## config.mk

```make
export PLATFORM = sky130hd
export DESIGN_NAME = apb_cfg_master
export DESIGN_NICKNAME = d
export VERILOG_FILES = /design/src/rtl/apb_cfg_pkg.sv /design/src/rtl/apb_wait_timer.sv /design/src/rtl/apb_cfg_master.sv
export SDC_FILE = /design/constraint.sdc
export NUM_CORES = 1
export LEC_CHECK = 0
export BUFFER_PORTS_ARGS = -buffer_cell sky130_fd_sc_hd__buf_2
export CAP_MARGIN = 40
export CORE_MARGIN = 2
export CORE_UTILIZATION = 33
export CTS_CLUSTER_SIZE = 12
export DETAILED_ROUTE_END_ITERATION = 8
export PLACE_DENSITY = 0.55
export SLEW_MARGIN = 20
export SYNTH_ARGS = -nofsm -noshare
export SYNTH_HDL_FRONTEND = slang
export SYNTH_SLANG_ARGS = --single-unit
export TNS_END_PERCENT = 30
```

## constraint.sdc

```tcl
create_clock -name PCLK -period 2.7 [get_ports PCLK]
set_input_delay 0.54 -clock PCLK [delete_from_list [all_inputs] [get_ports PCLK]]
set_output_delay 0.54 -clock PCLK [all_outputs]
set_load 0.1 [all_outputs]
```

## src/rtl/apb_cfg_pkg.sv

```systemverilog
// apb_cfg_pkg: shared types and constants for the APB configuration master.
//   state_t          : 2-bit FSM state encoding (IDLE, SETUP, ACCESS, RESP)
//   DEFAULT_*        : default bus widths and ACCESS timeout
//   REG_*            : configuration register offsets on the APB side
package apb_cfg_pkg;

    typedef enum logic [1:0] {
        ST_IDLE   = 2'd0,
        ST_SETUP  = 2'd1,
        ST_ACCESS = 2'd2,
        ST_RESP   = 2'd3
    } state_t;

    localparam int DEFAULT_ADDR_W  = 8;
    localparam int DEFAULT_DATA_W  = 16;
    localparam int DEFAULT_TIMEOUT = 16;

    localparam int REG_CLKDIV = 0;
    localparam int REG_HDP    = 1;
    localparam int REG_HNDP   = 2;
    localparam int REG_VDP    = 3;
    localparam int REG_VNDP   = 4;

endpackage

```

## src/rtl/apb_wait_timer.sv

```systemverilog
// apb_wait_timer: 8-bit wait-state counter for the APB ACCESS phase.
//   PCLK, PRESETn : clock, asynchronous active-low reset
//   clr           : synchronous clear (wins over en)
//   en            : count one wait cycle
//   expired       : count has reached LIMIT-1
module apb_wait_timer #(
    parameter int LIMIT = 16
) (
    input  logic PCLK,
    input  logic PRESETn,
    input  logic clr,
    input  logic en,
    output logic expired
);

    logic [7:0] cnt;

    always_ff @(posedge PCLK or negedge PRESETn) begin
        if (!PRESETn)
            cnt <= 8'd0;
        else if (clr)
            cnt <= 8'd0;
        else if (en)
            cnt <= cnt + 8'd1;
    end

    assign expired = (cnt == 8'(LIMIT - 1));

endmodule

```

## src/rtl/apb_cfg_master.sv

```systemverilog
// apb_cfg_master: command/response front end driving a single APB3 master port.
//   PCLK, PRESETn                         : clock, asynchronous active-low reset
//   cmd_valid/cmd_ready, cmd_write,
//   cmd_addr, cmd_wdata                   : command handshake and payload
//   rsp_valid/rsp_ready, rsp_rdata,
//   rsp_err, rsp_timeout                  : response handshake and payload
//   PSEL, PENABLE, PWRITE, PADDR, PWDATA,
//   PRDATA, PREADY, PSLVERR               : APB master interface
module apb_cfg_master
    import apb_cfg_pkg::*;
#(
    parameter int ADDR_W  = DEFAULT_ADDR_W,
    parameter int DATA_W  = DEFAULT_DATA_W,
    parameter int TIMEOUT = DEFAULT_TIMEOUT
) (
    input  logic              PCLK,
    input  logic              PRESETn,
    input  logic              cmd_valid,
    output logic              cmd_ready,
    input  logic              cmd_write,
    input  logic [ADDR_W-1:0] cmd_addr,
    input  logic [DATA_W-1:0] cmd_wdata,
    output logic              rsp_valid,
    input  logic              rsp_ready,
    output logic [DATA_W-1:0] rsp_rdata,
    output logic              rsp_err,
    output logic              rsp_timeout,
    output logic              PSEL,
    output logic              PENABLE,
    output logic              PWRITE,
    output logic [ADDR_W-1:0] PADDR,
    output logic [DATA_W-1:0] PWDATA,
    input  logic [DATA_W-1:0] PRDATA,
    input  logic              PREADY,
    input  logic              PSLVERR
);

    state_t state, state_nxt;
    logic   accept, done, tmo, expired;

    // Completion has priority over timeout on the final ACCESS cycle.
    assign accept = cmd_valid && (state == ST_IDLE);
    assign done   = (state == ST_ACCESS) && PREADY;
    assign tmo    = (state == ST_ACCESS) && !PREADY && expired;

    apb_wait_timer #(.LIMIT(TIMEOUT)) u_timer (
        .PCLK    (PCLK),
        .PRESETn (PRESETn),
        .clr     (accept),
        .en      ((state == ST_ACCESS) && !PREADY),
        .expired (expired)
    );

    always_ff @(posedge PCLK or negedge PRESETn) begin
        if (!PRESETn)
            state <= ST_IDLE;
        else
            state <= state_nxt;
    end

    // Bus strobes and handshakes decode only the state register, so no
    // combinational path exists from the APB slave inputs to any output.
    always_comb begin
        state_nxt = state;
        cmd_ready = 1'b0;
        PSEL      = 1'b0;
        PENABLE   = 1'b0;
        rsp_valid = 1'b0;
        case (state)
            ST_IDLE: begin
                cmd_ready = 1'b1;
                state_nxt = cmd_valid ? ST_SETUP : ST_IDLE;
            end
            ST_SETUP: begin
                PSEL      = 1'b1;
                state_nxt = ST_ACCESS;
            end
            ST_ACCESS: begin
                PSEL      = 1'b1;
                PENABLE   = 1'b1;
                state_nxt = (done || tmo) ? ST_RESP : ST_ACCESS;
            end
            default: begin
                rsp_valid = 1'b1;
                state_nxt = rsp_ready ? ST_IDLE : ST_RESP;
            end
        endcase
    end

    always_ff @(posedge PCLK or negedge PRESETn) begin
        if (!PRESETn) begin
            PWRITE      <= 1'b0;
            PADDR       <= '0;
            PWDATA      <= '0;
            rsp_rdata   <= '0;
            rsp_err     <= 1'b0;
            rsp_timeout <= 1'b0;
        end else begin
            if (accept) begin
                PWRITE <= cmd_write;
                PADDR  <= cmd_addr;
                PWDATA <= cmd_wdata;
            end
            if (done) begin
                rsp_rdata   <= PWRITE ? '0 : PRDATA;
                rsp_err     <= PSLVERR;
                rsp_timeout <= 1'b0;
            end else if (tmo) begin
                rsp_rdata   <= '0;
                rsp_err     <= 1'b1;
                rsp_timeout <= 1'b1;
            end
        end
    end

endmodule

```

### Yosys cells after proc, flatten, opt, wreduce, memory -nomap -nowiden

Cells that the tools add are included.

* register bits after elaboration: 53
* input bits: 47
* output and inout bits: 47

* $add $sub $neg: 1
* eq/ne operators: 3
* multiplexer cells: 16
* reduce and logical (&&, ||, !) cells: 11

Operators with widths (number)
* 16-bit two-way mux: 3
* 8-bit two-way mux: 2
* 1-bit two-way mux: 9
* 8-bit by 1-bit adder with 8-bit output, second input constant: 1
* 8-bit by 4-bit == test with 1-bit output, second input constant: 1
* 2-bit one-hot mux with 3 select lines: 1
* 1-bit logical AND: 4
* 2-bit nonzero test: 2
* 3-bit OR reduction: 1
* 2-bit by 1-bit == test with 1-bit output, second input constant: 1
* 2-bit == test, second input constant: 1
* 2-bit zero test: 1
* 2-bit two-way mux: 1
* 2-bit OR reduction: 1
* 1-bit zero test: 1
* 1-bit logical OR: 1

### Depth between registers and ports, before layout

* word-level depth: 6
* depth in mapped cells: 7

### By module

Synthesis repeated with hierarchy kept, for this count alone.

* cell total of the unflattened synthesis: 149
* area total of the unflattened synthesis: 2134.5 µm²

By module, submodules not included
* apb_cfg_master: instances 1, cells each 110, area an instance 1740.4 µm², sequential area each 1126.1 µm²
* apb_wait_timer: instances 1, cells each 39, area an instance 394.1 µm², sequential area each 200.2 µm²

### Worst setup path after synthesis

OpenSTA, ideal clock, no wires.

* path kind: register to register
* start point: register state[0]
* end point: register rsp_rdata[10]
* setup time: 120 ps
* data arrival time: 2285 ps
* required time: 2580 ps
* path slack: 295 ps
* cell stages (with the launch flop): 8
* clock period less this slack: 2405 ps
* path through: dfrtp_1 -> inv_1 -> ha_1 -> buf_4 -> and4b_1 -> nand3_4 -> buf_6 -> a31o_1

* word-level cells in the longest chain between the ends: 4
* elaborated cells between the ends (all ways): 6

RTL lines
* from (decl): line apb_cfg_master.sv:38 `state_t state, state_nxt;`
* from (signal assigned): line apb_cfg_master.sv:58 `state <= state_nxt;`
* 2-bit == test (*): line apb_cfg_master.sv:43, apb_cfg_master.sv:44
* 1-bit logical AND (2 in a row): line apb_cfg_master.sv:44 `assign tmo = (state == ST_ACCESS) && !PREADY && expired;`
* 2-bit nonzero test (no source line)
* to (signal assigned): line apb_cfg_master.sv:105 `rsp_rdata <= PWRITE ? '0 : PRDATA;`
* to (decl): line apb_cfg_master.sv:25 `output logic [DATA_W-1:0] rsp_rdata,`

Mark *: on every way between the ends. The rest lies on a longest branch, timed or not.
A chain may end at the register's enable or synchronous reset.

### Worst setup path in the final report

* start point: register state[0]
* end point: output PENABLE

* word-level cells in the longest chain between the ends: 2

RTL lines
* 2-bit == test: line apb_cfg_master.sv:69 `case (state)`
* 1-bit two-way mux: line apb_cfg_master.sv:69
* to (decl): line apb_cfg_master.sv:29 `output logic PENABLE,`

Every way passes these cells.

==> impl_metrics.yaml <==
outcome:
  status: "finished, final reports clean"
final_layout:
  drive_gt1_share_pct: 34.91
  syn_to_final_growth_pct: 29.69
  fin_nets: 368
  fillers: 677
  insertedDiodeCount: 0
routing:
  drt-vias-per-instance: 4.751
  remaining_drc_errors: 0
  vias: 1891
  met1Wirelength_um: 2348
  met3_length_um: 423
  wl_met2_um: 2350
  drt-pass1-iter-count: 4
  drt-total-wl_um: 5143
  drtIter0Drc: 75
  dr.max_layer_used: "met4"
  route.detailed.wl_per_inst_um: 12.92
  ant_nets: 0
logic_synthesis:
  synth_warnings: 0
  yosysMostFrequentCell: "nand2_1"
  synth_top_area_cell: "dfrtp_1"
  synth_top_family_by_area: "simple AND/OR/NAND/NOR gates"
  synthCells: 226
  synth-adder-area-share_pct: 2.175
  synth_area_leaders: "dfrtp_1, nand2_1, a31o_1, nor3b_1, ha_1"
  synth_cell_types: 32
  syn_area_mm2: 0.002301
  synth_compound_area_share_pct: 10.06
  synth_fp_nets: 277
  synthArstFlopShare_pct: 100.0
  synth.area.mux_share_pct: 0.8700
  yosysSeqAreaShare_pct: 57.64
  synth_top_area_share_pct: 57.64
  synth_xor_area_share_pct: 0.3806
  ys_seq_elements: 53
  synthSimpleGateAreaFrac_pct: 25.34
  synth_edf_count: 0
  syn_avg_cell_area_um2: 10.18
  synth_commonest_cells: "nand2_1, dfrtp_1, nor3b_1"
  synthFlopType: "dfrtp_1"
clock_tree:
  cts.path.max_buffers: 2
  clk_pin_slew_ns: 0.10
  cts_tree: "done"
  cts_resized: 0
  cts_buffers: 5
  cts_max_level: 2
  clockRootBuffer: "clkbuf_8"
  cts.sinks: 53
  post_cts_buffers: 0
  insertion_delay_ns: 0.30
  cts_hold_buf: 0
placement:
  place_congestion: 0.7261
  place.port_buffers: 93
  dp_hpwl_um: 3644
worst_setup_path:
  worst_ep_arrival_time_ns: 1.64
  endpoint_kind: "primary output"
  critPathMaxFanout: 9
  critPathLaunchType: "register"
  crit_type: "register to primary output"
  required_ns: 2.16
sta:
  fmax_mhz: 458.1
  fin_crit_sh_pct: 80.85
  finalHoldViolCount: 0
  maxSlewViolCount: 0
  grt_setup_unrepaired: "no"
  setup_tns_ns: 0
  tightest_slew_ns: 0.5972
  hold_ws_ns: 0.2233
  finalCriticalPeriod_ns: 2.183
  setup_viol: 0
  relSlewSlack_pct: 60.19
  fin_skew_ns: 0.008510
global_routing:
  grt_pass1_wl_um: 8300
  gr-total-overflow: 0
  antenna_found_initial: 0
  grt_start_max_net_pins: 35
  grtUsageTotal_pct: 13.73
  grt_pass1_vias: 1783
worst_hold_path:
  hold_path_class: "primary input to async pin"
floorplanning:
  fp.dieH_um: 87.50
  row_count: 30
  core_area_mm2: 0.006756
  die_w_um: 87.50
  num_io_pins: 94
  dieArea_mm2: 0.007656
  start_util_pct: 34.06
job:
  max_cap_viol_count: 0
-- area by class of cell --
cell class                      count  area (µm²)  area share [%]
Sequential cell                    53        1326           44.44
Multi-Input combinational cell    155       893.4           29.94
Timing Repair Buffer               98       515.5           17.27
Tap cell                           80       100.1           3.354
Clock buffer                        5       68.82           2.306
Clock inverter                      3       65.06           2.180
Inverter                            4       15.01          0.5031
-- placed cells by master (no fill, tap or decap), drive strengths merged, types with 2 or more instances in the layout --
| cell type | Yosys | routed |
|---|---|---|
| nor2 | 4 | 4 |
| nand3b | 2 | 2 |
| bufinv | 0 | 2 |
| nand2 | 82 | 82 |
| a21oi | 8 | 8 |
| dfrtp | 53 | 53 |
| buf | 4 | 98 |
| ha | 4 | 4 |
| mux2i | 2 | 2 |
| a31o | 16 | 16 |
| nor3b | 16 | 16 |
| nand2b | 3 | 3 |
| nand3 | 3 | 3 |
| inv | 4 | 4 |
| clkbuf | 10 | 5 |
| o21ai | 2 | 2 |
-- final timing paths --
path                            slack [ns]  startpoint  cells after the start      endpoint
worst max-delay path                  0.52    state[0]                      3       PENABLE
worst min-delay path                  0.22     PRESETn                      1     PWDATA[0]
worst max register to register        0.86    state[0]                      5  rsp_rdata[4]
worst min register to register        0.48    PADDR[2]                      2      PADDR[2]
max in group asynchronous             1.90     PRESETn                      2      PADDR[4]
min in group PCLK                     0.41   rsp_ready                      2      state[0]
-- critical path, stage by stage (launching register included) --
cell,delay [ns]
dfrtp_1,0.39
inv_1,0.08
ha_1,0.36
buf_2,0.50
-- through the flow --
| stage | utilization, % | cells | cell area, µm² | setup slack (ns) |
|---|---|---|---|---|
| after floorplan | - | 226 | 2301 | 0.2946 |
| after global placement | 42.19 | 390 | 2850 | 0.8797 |
| after detailed placement | 42.19 | 390 | 2850 | 0.8524 |
| after CTS | 44.17 | 398 | 2984 | 0.5044 |
| after global routing | 44.17 | 398 | 2984 | 0.4401 |
| final | 44.17 | 398 | 2984 | 0.5169 |
-- registers in the layout (all words and copies together), names as in the netlist --
signal       flops
PADDR            8
PWDATA          16
state            2
rsp_err          1
rsp_rdata       16
rsp_timeout      1
u_timer.cnt      8
PWRITE           1
-- routing by layer --
layer,GRT usage (%),vias up
met4,3.357,0
met2,21.76,68
met3,4.834,2
li1,-,937
met5,0,-
met1,18.09,884
-- cells by family after synthesis --
kind of cell	count (synthesis)
buffers and inverters	18
multiplexers	2
XOR/XNOR	1
AO/OA/AOI/OAI	30
flip-flops	53
adder cells (fa/ha/maj)	4
AND/OR/NAND/NOR	118
Power is left out: the tool's default activity adds up to more than one toggle a clock period on the data nets, which glitch-free logic cannot reach.
